[config.mk]
export PLATFORM = sky130hd
export DESIGN_NAME = pll_lock_detect
export DESIGN_NICKNAME = d
export VERILOG_FILES = /design/src/rtl/pll_lock_detect.sv
export SDC_FILE = /design/constraint.sdc
export NUM_CORES = 1
export LEC_CHECK = 0
export ABC_AREA = 1
export CAP_MARGIN = 20
export CORE_MARGIN = 2
export CORE_UTILIZATION = 55
export CTS_BUF_LIST = sky130_fd_sc_hd__clkbuf_8 sky130_fd_sc_hd__clkbuf_16
export DETAILED_ROUTE_END_ITERATION = 6
export PLACE_DENSITY = 0.9
export SLEW_MARGIN = 20
export SYNTH_ARGS = -nofsm -noshare
export SYNTH_HDL_FRONTEND = slang
export SYNTH_SLANG_ARGS = --single-unit
[constraint.sdc]
create_clock -name clock -period 11.14 [get_ports clock]
set_input_delay 1.114 -clock clock [delete_from_list [all_inputs] [get_ports clock]]
set_output_delay 1.114 -clock clock [all_outputs]
set_load 0.02 [all_outputs]
[src/rtl/pll_lock_detect.sv]
// ---------------------------------------------------------------------------
// pll_lock_detect
//
// Watches the thermometer trim word driven by the PLL controller and decides
// whether the loop has settled. Time is cut into fixed observation windows of
// SAMPLE_CYCLES clocks. At the last cycle of each window the trim level
// (popcount of the trim word) is compared against the level captured at the
// previous window end. LOCK_COUNT consecutive windows whose level moved by at
// most TOL declare lock; an unstable window while locked drops it again.
//
// Any change of the division ratio invalidates the loop immediately: the
// detector returns to UNLOCKED and restarts its window timing from zero.
//
// Build option:
//   PLL_LOCK_HYST_EN  when defined, a locked loop only drops lock after two
//                     consecutive unstable windows; a stable window in
//                     between forgets the first miss. Without it, a single
//                     unstable window drops lock.
// ---------------------------------------------------------------------------
module pll_lock_detect #(
    parameter int SAMPLE_CYCLES = 16,   // clocks per observation window (2..1024)
    parameter int LOCK_COUNT    = 8,    // stable windows needed for lock (1..255)
    parameter int TOL           = 1     // max level step for a stable window (0..26)
) (
    input  logic        clock,
    input  logic        reset_n,
    input  logic [25:0] trim,
    input  logic [4:0]  div,
    output logic        locked,
    output logic        lock_lost,
    output logic [4:0]  trim_level,
    output logic [1:0]  state
);

    // -----------------------------------------------------------------------
    // Local constants
    // -----------------------------------------------------------------------
    localparam int              WIN_W     = (SAMPLE_CYCLES > 2) ? $clog2(SAMPLE_CYCLES) : 1;
    localparam logic [WIN_W-1:0] WIN_LAST = WIN_W'(SAMPLE_CYCLES - 1);
    localparam logic [7:0]      LOCK_LAST = 8'(LOCK_COUNT - 1);
    localparam logic [5:0]      TOL_W     = 6'(TOL);

    typedef enum logic [1:0] {
        UNLOCKED = 2'd0,
        ACQUIRE  = 2'd1,
        LOCKED   = 2'd2
    } lock_state_t;

    // -----------------------------------------------------------------------
    // Popcount of the 26-bit thermometer word. The result fits in 5 bits
    // (max 26), so the accumulator never wraps.
    // -----------------------------------------------------------------------
    function automatic logic [4:0] popcount26(input logic [25:0] v);
        logic [4:0] acc;
        acc = '0;
        for (int i = 0; i < 26; i++) begin
            acc = acc + {4'd0, v[i]};
        end
        return acc;
    endfunction

    // -----------------------------------------------------------------------
    // State
    // -----------------------------------------------------------------------
    lock_state_t      state_q;
    logic             locked_q;
    logic             lock_lost_q;
    logic [4:0]       level_q;       // registered popcount, drives trim_level
    logic [4:0]       ref_level;     // level captured at previous window end
    logic [7:0]       stable_cnt;    // consecutive stable windows in ACQUIRE
    logic [WIN_W-1:0] win_cnt;       // free-running window position
    logic [4:0]       div_q;         // div as seen on the previous cycle
`ifdef PLL_LOCK_HYST_EN
    logic             miss_q;        // one unstable window already seen while locked
`endif

    // -----------------------------------------------------------------------
    // Combinational decode
    // -----------------------------------------------------------------------
    logic [4:0] cur_level;
    logic [5:0] level_diff;
    logic       stable;
    logic       win_end;
    logic       div_chg;

    // Current trim level and the stability decision for this window end.
    // NOTE: every signal written here gets a default first, so no path can
    // leave it unassigned and infer a latch.
    always_comb begin
        cur_level  = popcount26(trim);
        level_diff = '0;
        if ({1'b0, cur_level} >= {1'b0, ref_level}) begin
            level_diff = {1'b0, cur_level} - {1'b0, ref_level};
        end else begin
            level_diff = {1'b0, ref_level} - {1'b0, cur_level};
        end
        stable  = (level_diff <= TOL_W);
        win_end = (win_cnt == WIN_LAST);
        div_chg = (div != div_q);
    end

    // -----------------------------------------------------------------------
    // Registered trim level: popcount of trim with one cycle of latency.
    // NOTE: sequential state is written with non-blocking assignments only,
    // so every register samples the pre-edge values of its sources.
    // -----------------------------------------------------------------------
    always_ff @(posedge clock) begin
        if (!reset_n) begin
            level_q <= '0;
        end else begin
            level_q <= cur_level;
        end
    end

    // -----------------------------------------------------------------------
    // Lock FSM with window timer, reference level, div tracking and the
    // registered locked / lock_lost outputs. A div change wins over a window
    // end on the same cycle, so that window is never evaluated.
    // -----------------------------------------------------------------------
    always_ff @(posedge clock) begin
        if (!reset_n) begin
            state_q     <= UNLOCKED;
            locked_q    <= 1'b0;
            lock_lost_q <= 1'b0;
            ref_level   <= '0;
            stable_cnt  <= '0;
            win_cnt     <= '0;
            div_q       <= div;
`ifdef PLL_LOCK_HYST_EN
            miss_q      <= 1'b0;
`endif
        end else begin
            div_q       <= div;
            lock_lost_q <= 1'b0;

            if (div_chg) begin
                // New division ratio: the old lock is meaningless.
                state_q     <= UNLOCKED;
                locked_q    <= 1'b0;
                lock_lost_q <= (state_q == LOCKED);
                stable_cnt  <= '0;
                win_cnt     <= '0;
`ifdef PLL_LOCK_HYST_EN
                miss_q      <= 1'b0;
`endif
            end else begin
                win_cnt <= win_end ? '0 : win_cnt + WIN_W'(1);

                if (win_end) begin
                    // Reference always follows the latest window end.
                    ref_level <= cur_level;

                    case (state_q)
                        UNLOCKED: begin
                            // First window only seeds the reference.
                            stable_cnt <= '0;
                            state_q    <= ACQUIRE;
                        end

                        ACQUIRE: begin
                            if (stable) begin
                                if (stable_cnt == LOCK_LAST) begin
                                    state_q    <= LOCKED;
                                    locked_q   <= 1'b1;
                                    stable_cnt <= '0;
`ifdef PLL_LOCK_HYST_EN
                                    miss_q     <= 1'b0;
`endif
                                end else begin
                                    stable_cnt <= stable_cnt + 8'd1;
                                end
                            end else begin
                                stable_cnt <= '0;
                            end
                        end

                        LOCKED: begin
`ifdef PLL_LOCK_HYST_EN
                            if (stable) begin
                                miss_q <= 1'b0;
                            end else if (miss_q) begin
                                state_q     <= UNLOCKED;
                                locked_q    <= 1'b0;
                                lock_lost_q <= 1'b1;
                                stable_cnt  <= '0;
                                miss_q      <= 1'b0;
                            end else begin
                                miss_q <= 1'b1;
                            end
`else
                            if (!stable) begin
                                state_q     <= UNLOCKED;
                                locked_q    <= 1'b0;
                                lock_lost_q <= 1'b1;
                                stable_cnt  <= '0;
                            end
`endif
                        end

                        default: begin
                            // Unused encoding: recover to a known state.
                            state_q    <= UNLOCKED;
                            locked_q   <= 1'b0;
                            stable_cnt <= '0;
                        end
                    endcase
                end
            end
        end
    end

    // -----------------------------------------------------------------------
    // Outputs (all registered)
    // -----------------------------------------------------------------------
    assign locked     = locked_q;
    assign lock_lost  = lock_lost_q;
    assign trim_level = level_q;
    assign state      = state_q;

endmodule

==> out/results.txt, run 1 <==
The flow ran to the end, and the final reports show no timing, DRC or antenna violations. Counting stages on the worst path, the most repeated cell is sky130_fd_sc_hd__fa_1. Entering global routing, the biggest net connects 14 pins.

The number of levels in the clock H-tree is 2, and the detail-routed net length per standard cell is 13.36 um. The tree built by TritonCTS fans out to 31 sinks. In this run the worst hold path is classified as flop to flop.

The initial utilization of the core area, before any placement, comes to 56.92%. Number of nets in the finished design: 434. Synthesized flop and latch total: 31. Yosys instantiated no cell more often than sky130_fd_sc_hd__inv_1. After floorplanning, the core was sized to cover 4324 um2. Across all setup checks in the final design, the least slack found is 3.840 ns. Relative to the synthesized area, the layout overhead comes to 22.62%. Counting both buffers and inverters, the worst setup path holds a total of 4. For this block, the initial DRC count from the detailed router was 105. Cells with a size suffix above 1 make up 8.333% of the layout. The residual DRC count was 0. The die covers 5026 um2.

The number of hold-repair buffers added at the cts stage is 0. The startpoint identified for the worst register-to-register timing path is ref_level[0]$_SDFFE_PN0P_. The placed wire-length estimate after detailed placement came out at 4322 um. The largest individual stage delay along the critical path comes from the cell sky130_fd_sc_hd__fa_1.

The tools report the number of setup violations in the final report as 0. The timing endpoint of the critical path is stable_cnt[1]$_SDFFE_PP0P_. During synthesis, Yosys emitted a total of 0 warnings. Largest stage delay on the critical path: 0.57 ns. The max-capacitance violation count was 0; the number of stages on the worst setup path was 27.

The clock period minus final worst setup slack was 7.300 ns. The logic depth of the worst register-to-register path came out at 14. Global routing used 23.85% of the available tracks.

In this run the cell area measured after placement is 2914 um2. Once the clock tree was built, the resizer swapped 0 gates to a different size. The number of global-route vias before repair is 2246, and the end-of-flow core utilization is 69.79%.

Area share of xor/xnor cells in the synthesized design: 4.270%. For the number of pins exceeding their max-slew limit in the final report, the log shows 0. The detail route stage leaves a number of antenna-violating nets equal to 0. Counting every instance in the synthesized netlist gives 313. The number of antenna violations at the first check in global routing is 0. The worst register-to-register path ends at stable_cnt[1]$_SDFFE_PP0P_. The logs give 0 ns for the sum of negative setup slack and 0.004896 ns for the clock tree skew after final layout. For the clock latency on the worst-skew pair, the log shows 0.28 ns.

Once layout is done, the placed cells without fillers occupy 3018 um2. Buffers inserted during clock tree synthesis total 5. The sum of overflow across all layers after global routing is 0. The number of cells on the worst hold path works out to 1.

The synthesized design devotes to its leading area cell type 25.22% of total area. The layer flagged by global routing as most heavily used is met2. Using the TritonRoute via totals, the vias-per-cell ratio works out to 5.211. The met3 layer usage reported by global route is 4.131%.

Summing the sequential cell areas from Yosys gives 25.22% of the chip area. The via count was 2147; the arithmetic-cell share of the synthesized area counting full adders, half adders and majority gates was 27.45%. In the global route stage, met1 resource usage came out at 28.10%. The chip height was 70.90 um.

The repair_antennas step left the layout with diodes totalling 0. After detailed routing, the total wire length is 5504 um. Counting distinct cell types in the post-synthesis netlist gives 30.

The critical path class was input port to flop. The maximum fanout encountered on the critical timing path is 6, and the number of setup buffers added after CTS is 0. The met2 track demand over resource is 42.78%, and the maximum buffer depth of the clock tree is 2.

The tools report the critical path launch point as trim[0]. The multi-input combinational cells in the finished layout cover a total of 1567 um2. Top cell type by total area after synthesis: sky130_fd_sc_hd__dfxtp_1.

The logs give 0.8543 for the routability congestion estimate and 9618 um for the first-pass GRT wire length. Grouping stages by cell kind, the critical path spends the most delay in adder cells. During I/O placement, the number of pins put on the boundary was 42. In the synthesized netlist the dominant register cell turns out to be sky130_fd_sc_hd__dfxtp_1. For the placement-stage worst setup slack, the log shows 3.647 ns. The tree is rooted in a sky130_fd_sc_hd__clkbuf_8.

The highest clock rate is 0.1370 GHz, and the number of flops mapped to enable cells by yosys is 0. The simple logic cell fraction of the synthesized area works out to 24.45%. STA classifies the critical path endpoint as a flop.

The sequential cells in the finished layout cover a total of 620.6 um2. Setup repair after global routing left no endpoint under its margin. After synthesis, the largest family of logic cells by area is adder cells. For the count of standard-cell rows, the log shows 24. The total of fill cells in the finished design is 334.

The compound-gate portion of the synthesized area works out to 7.473%. The final number of hold-violating endpoints was 0; the headroom to the max-slew limit was 60.37%. Ranked by instance count, the synthesized netlist is headed by 65 x sky130_fd_sc_hd__inv_1, 42 x sky130_fd_sc_hd__nand2_1, 42 x sky130_fd_sc_hd__nor2_1, 31 x sky130_fd_sc_hd__dfxtp_1, 22 x sky130_fd_sc_hd__ha_1. Of the post-synthesis cell area, the part taken by muxes is 0%. When the netlist entered floorplanning its net count stood at 388.

Overall die width: 70.90 um. The number of I/O port buffers works out to 41. The post-synthesis area per instance works out to 7.863 um2. After synthesis, the share of flip-flops with an asynchronous set or reset is 0%.

The worst setup path is launched from an input port. For the pin with the worst max-slew slack, the measured transition is 0.5890 ns. Number of iterations in the first detailed-routing pass: 4. Sorting the synthesized cells by area gives the leading types as sky130_fd_sc_hd__dfxtp_1 25%, sky130_fd_sc_hd__fa_1 16%, sky130_fd_sc_hd__ha_1 11%. Setup slack of the worst register-to-register path: 8.86 ns.

Clock-pin slew was measured on the worst setup and hold paths at 0.06 ns. In this run the cell area of the synthesized design comes to 2461 um2. For the worst setup path, the data arrival time is 7.50 ns. The tools report the data required time at the worst endpoint as 11.34 ns. TritonCTS built the clock tree. In the finished design, the share of the clock period the worst path needs comes to 65.53%.
[area by class of cell]
type,instances,share of cell area (%)
Timing Repair Buffer,41,13.60
Multi-Input combinational cell,213,51.91
Tap cell,52,2.156
Sequential cell,31,20.56
Clock inverter,1,0.2488
Clock buffer,7,3.192
Inverter,67,8.333
[logic make-up (layout without fill, tap and decap cells)]
group / count (synthesis) / count (layout)
fa+ha+maj: 42 / 42
compound gates: 31 / 31
buf+inv: 69 / 116
flops: 31 / 31
simple gates: 128 / 128
xor+xnor: 12 / 12
[placed cells by master, fill, tap and decap left out, drive strengths merged, types with 3 or more instances in the layout]
cell type,n
clkdlybuf4s50,41
a21oi,16
clkbuf,7
nand3,24
nor3,4
ha,22
o21ai,10
xnor2,4
dfxtp,31
nor2,45
xor2,8
nand2,50
fa,20
nand4,3
inv,67
[worst min-delay path by stage]
stage / slack [ns] / start / end
after CTS: 0.45 / win_cnt[0]$_SDFF_PP0_ / win_cnt[0]$_SDFF_PP0_
after floorplan: 0.42 / win_cnt[0]$_SDFF_PP0_ / win_cnt[0]$_SDFF_PP0_
after global routing: 0.46 / win_cnt[0]$_SDFF_PP0_ / win_cnt[0]$_SDFF_PP0_
after detailed placement: 0.44 / win_cnt[0]$_SDFF_PP0_ / win_cnt[0]$_SDFF_PP0_
after global placement: 0.43 / win_cnt[0]$_SDFF_PP0_ / win_cnt[0]$_SDFF_PP0_
final: 0.45 / win_cnt[0]$_SDFF_PP0_ / win_cnt[0]$_SDFF_PP0_
[sequential cells by signal (all words and copies together), names as in the netlist]
register    flops
stable_cnt      8
win_cnt         4
state           2
locked          1
lock_lost       1
div_q           5
trim_level      5
ref_level       5
[stage by stage]
| step | hold slack, ns | instances |
|---|---|---|
| 2_1_floorplan | 0.4176 | 313 |
| 3_3_place_gp | 0.4332 | 404 |
| 3_5_place_dp | 0.4391 | 404 |
| 4_1_cts | 0.4500 | 412 |
| 5_1_grt | 0.4629 | 412 |
| 6_report | 0.4473 | 412 |
[per-layer routing]
| metal | vias up | wire (um) |
|---|---|---|
| li1 | 1056 | - |
| met1 | 1011 | 2320 |
| met2 | 62 | 2813 |
| met3 | 18 | 220 |
| met4 | 0 | 150 |
| met5 | - | 0 |
Power of run 1 is not shown: default switching activity piles up to over one toggle a cycle in this logic, so the estimate is an artifact.
==> inputs of run 2 (changes only) <==
--- a/config.mk
+++ b/config.mk
@@ -8,10 +8,10 @@
 export ABC_AREA = 1
 export CAP_MARGIN = 20
 export CORE_MARGIN = 2
-export CORE_UTILIZATION = 55
+export CORE_UTILIZATION = 48
 export CTS_BUF_LIST = sky130_fd_sc_hd__clkbuf_8 sky130_fd_sc_hd__clkbuf_16
 export DETAILED_ROUTE_END_ITERATION = 6
-export PLACE_DENSITY = 0.9
+export PLACE_DENSITY = 0.84
 export SLEW_MARGIN = 20
 export SYNTH_ARGS = -nofsm -noshare
 export SYNTH_HDL_FRONTEND = slang
==> constraint.sdc (replaced) <==
create_clock -name clock -period 6.1 [get_ports clock]
set_input_delay 0.61 -clock clock [delete_from_list [all_inputs] [get_ports clock]]
set_output_delay 0.61 -clock clock [all_outputs]
set_load 0.02 [all_outputs]
==> out/results.txt, run 2 (synthesis results as in run 1) <==
The flow ran to the end, and the final reports show no timing, DRC or antenna violations. The register with the most flip-flops in the layout has 8 of them. The share of the cycle needed by the critical path after routing works out to 97.33%. The first-pass GRT wire length was 9259 um. The pin count of the biggest net entering global routing is 14. For the worst setup path, the data arrival time is 6.12 ns. The cell sitting at the root of the clock tree is a sky130_fd_sc_hd__clkbuf_8. The data required time at the worst endpoint was 6.28 ns; the chip height was 75.61 um. Headroom to the max-slew limit came out at 56.81%.

The clock tree skew after final layout is 0.006534 ns. Max-cap violations in this run came to 0. The clock latency on the worst-skew pair was 0.29 ns; the CTS clock-pin slew for the worst setup and hold paths was 0.06 ns.

The die covers 5716 um2. The total wire length was 5676 um; the number of cells on the worst hold path was 1. The final number of hold-violating endpoints was 0. Counting flops per register, the top entry is stable_cnt. For the residual DRC count, the log shows 0. Critical path class: input port to flop. Row generation in the floorplan step produced 26 rows.

Counting I/O delays and the setup requirement, the final critical path takes 5.937 ns. On the critical path, the stage with the largest delay is an instance of sky130_fd_sc_hd__fa_1. Number of antenna violations at the first check in global routing: 0. For the maximum buffer depth of the clock tree, the log shows 2. The via count was 2202; the number of global-route vias before repair was 2168. Leaving out fill and tap cells, the most frequent cells in the layout are 62 x sky130_fd_sc_hd__inv_1, 35 x sky130_fd_sc_hd__nand2_1, 35 x sky130_fd_sc_hd__nor2_1, 31 x sky130_fd_sc_hd__dfxtp_1, 29 x sky130_fd_sc_hd__clkdlybuf4s50_1.

Number of nets in the finished design: 456. Setup repair after global routing could not meet its margin everywhere. Critical path launch point type: an input port. In the routed layout, each cell is associated on average with a via count of 4.882.

Before antenna repair, the detailed router went through 4 iterations. Buffers inserted during clock tree synthesis total 5. The worst setup path is captured at a flop. At the pin with the least slew margin, the transition time is 0.6455 ns. The number of diodes is 0.

After legalization and detailed placement, the total HPWL measured 4181 um. Class of the tightest hold or removal check: flop to flop. The clock drives 31 sinks.

Summing all placed instances gives a cell area of 3072 um2. The initial utilization of the core area, before any placement, comes to 48.81%. The logs give 376 for the total of fill cells in the finished design and 0 for the final antenna-violating net count. TritonCTS built the clock tree. In this design, the stage delay of the slowest critical-path cell is 0.55 ns. The sum of overflow across all layers after global routing is 0. Measured on the finished design, the core utilization comes to 66.48%.

Summing all non-filler instances in the final layout gives an area of 3352 um2. The total area inside the core boundary comes to 5042 um2. Across the whole layout, storage elements account for 620.6 um2. The number of placed I/O pins is 42.

Total area of multi-input combinational cells: 1763 um2. Most common cell after layout, fill and taps aside: sky130_fd_sc_hd__inv_1. The tools report the number of levels in the clock H-tree as 2. The maximum fanout encountered on the critical timing path was 6.

Buffers inserted to repair hold after CTS numbered 0. Timing would allow up to 0.1684 GHz. The number of cells on the worst reg-to-reg path is 15. In this run, the number of DRC markers left after iteration 0 of detailed routing was 126. Routability-driven placement finished with a final weighted congestion of 0.9713. Cells with a size suffix above 1 make up 24.93% of the layout. Among the stages of the critical path, the cell type that occurs most often is sky130_fd_sc_hd__fa_1. The number of pins exceeding their max-slew limit in the final report is 0. Setup violations remaining at the end of the flow were counted as 0. The overall track demand over capacity in global routing was 21.30%; the layout overhead on the synthesized area was 36.20%.

In this run the tool buffered the top-level ports with 41 buffer cells. The detail-routed net length per standard cell is 12.59 um, and the overall die width is 75.61 um.
-- run 2: changes by cell type in the layout (fill, tap and decap cells not counted), sizes merged --
cell / change
buf: +24
clkdlybuf4s15: +2
clkinvlp: -1
clkbuf: +6
clkdlybuf4s50: -12
nand2: +1
clkinv: +1
-- run 2: area by class of cell --
type                            instances  share of cell area [%]
Sequential cell                        31                   18.51
Clock inverter                          1                  0.1493
Timing Repair Buffer                   62                   16.16
Tap cell                               70                   2.613
Inverter                               67                   7.503
Clock buffer                            6                   2.464
Multi-Input combinational cell        214                   52.59
-- run 2: what timing repair did --
item,4_1_cts,5_1_grt
cloned,1,0
buffers inserted,3,1
endpoints found under the setup margin,12,12
pin swaps,33,30
resized for setup,49,36
-- run 2: layer usage --
layer	track usage [%]	routed length, um
met1	23.20	2239
met2	37.87	2961
met3	5.556	321
met4	11.11	153
met5	0	0
-- run 2: worst max-delay path, delay by kind of cell --
kind          cells  cell delay [ns]
buf+inv           5             0.33
xor+xnor          1             0.18
simple gates     14             1.16
fa+ha+maj         9             3.81
-- run 2: final timing paths --
kind | start | endpoint | slack [ns]
max | trim[3] | state[1]$_SDFFE_PP0P_ | 0.16
min | win_cnt[0]$_SDFF_PP0_ | win_cnt[0]$_SDFF_PP0_ | 0.45
max reg2reg | ref_level[0]$_SDFFE_PN0P_ | state[1]$_SDFFE_PP0P_ | 3.88
min reg2reg | win_cnt[0]$_SDFF_PP0_ | win_cnt[0]$_SDFF_PP0_ | 0.45
-- run 2: through the flow --
stage / hold slack, ns / instances / TNS [ns] / setup WS [ns]
2_1_floorplan: 0.4176 / 313 / 0 / 0.03408
3_3_place_gp: 0.4347 / 439 / -5.665 / -0.5242
3_5_place_dp: 0.4361 / 439 / -7.172 / -0.6472
4_1_cts: 0.4480 / 450 / 0 / 0.003540
5_1_grt: 0.4894 / 451 / -0.4337 / -0.06893
6_report: 0.4487 / 451 / 0 / 0.1630
Power of run 2 is left out for the same reason.
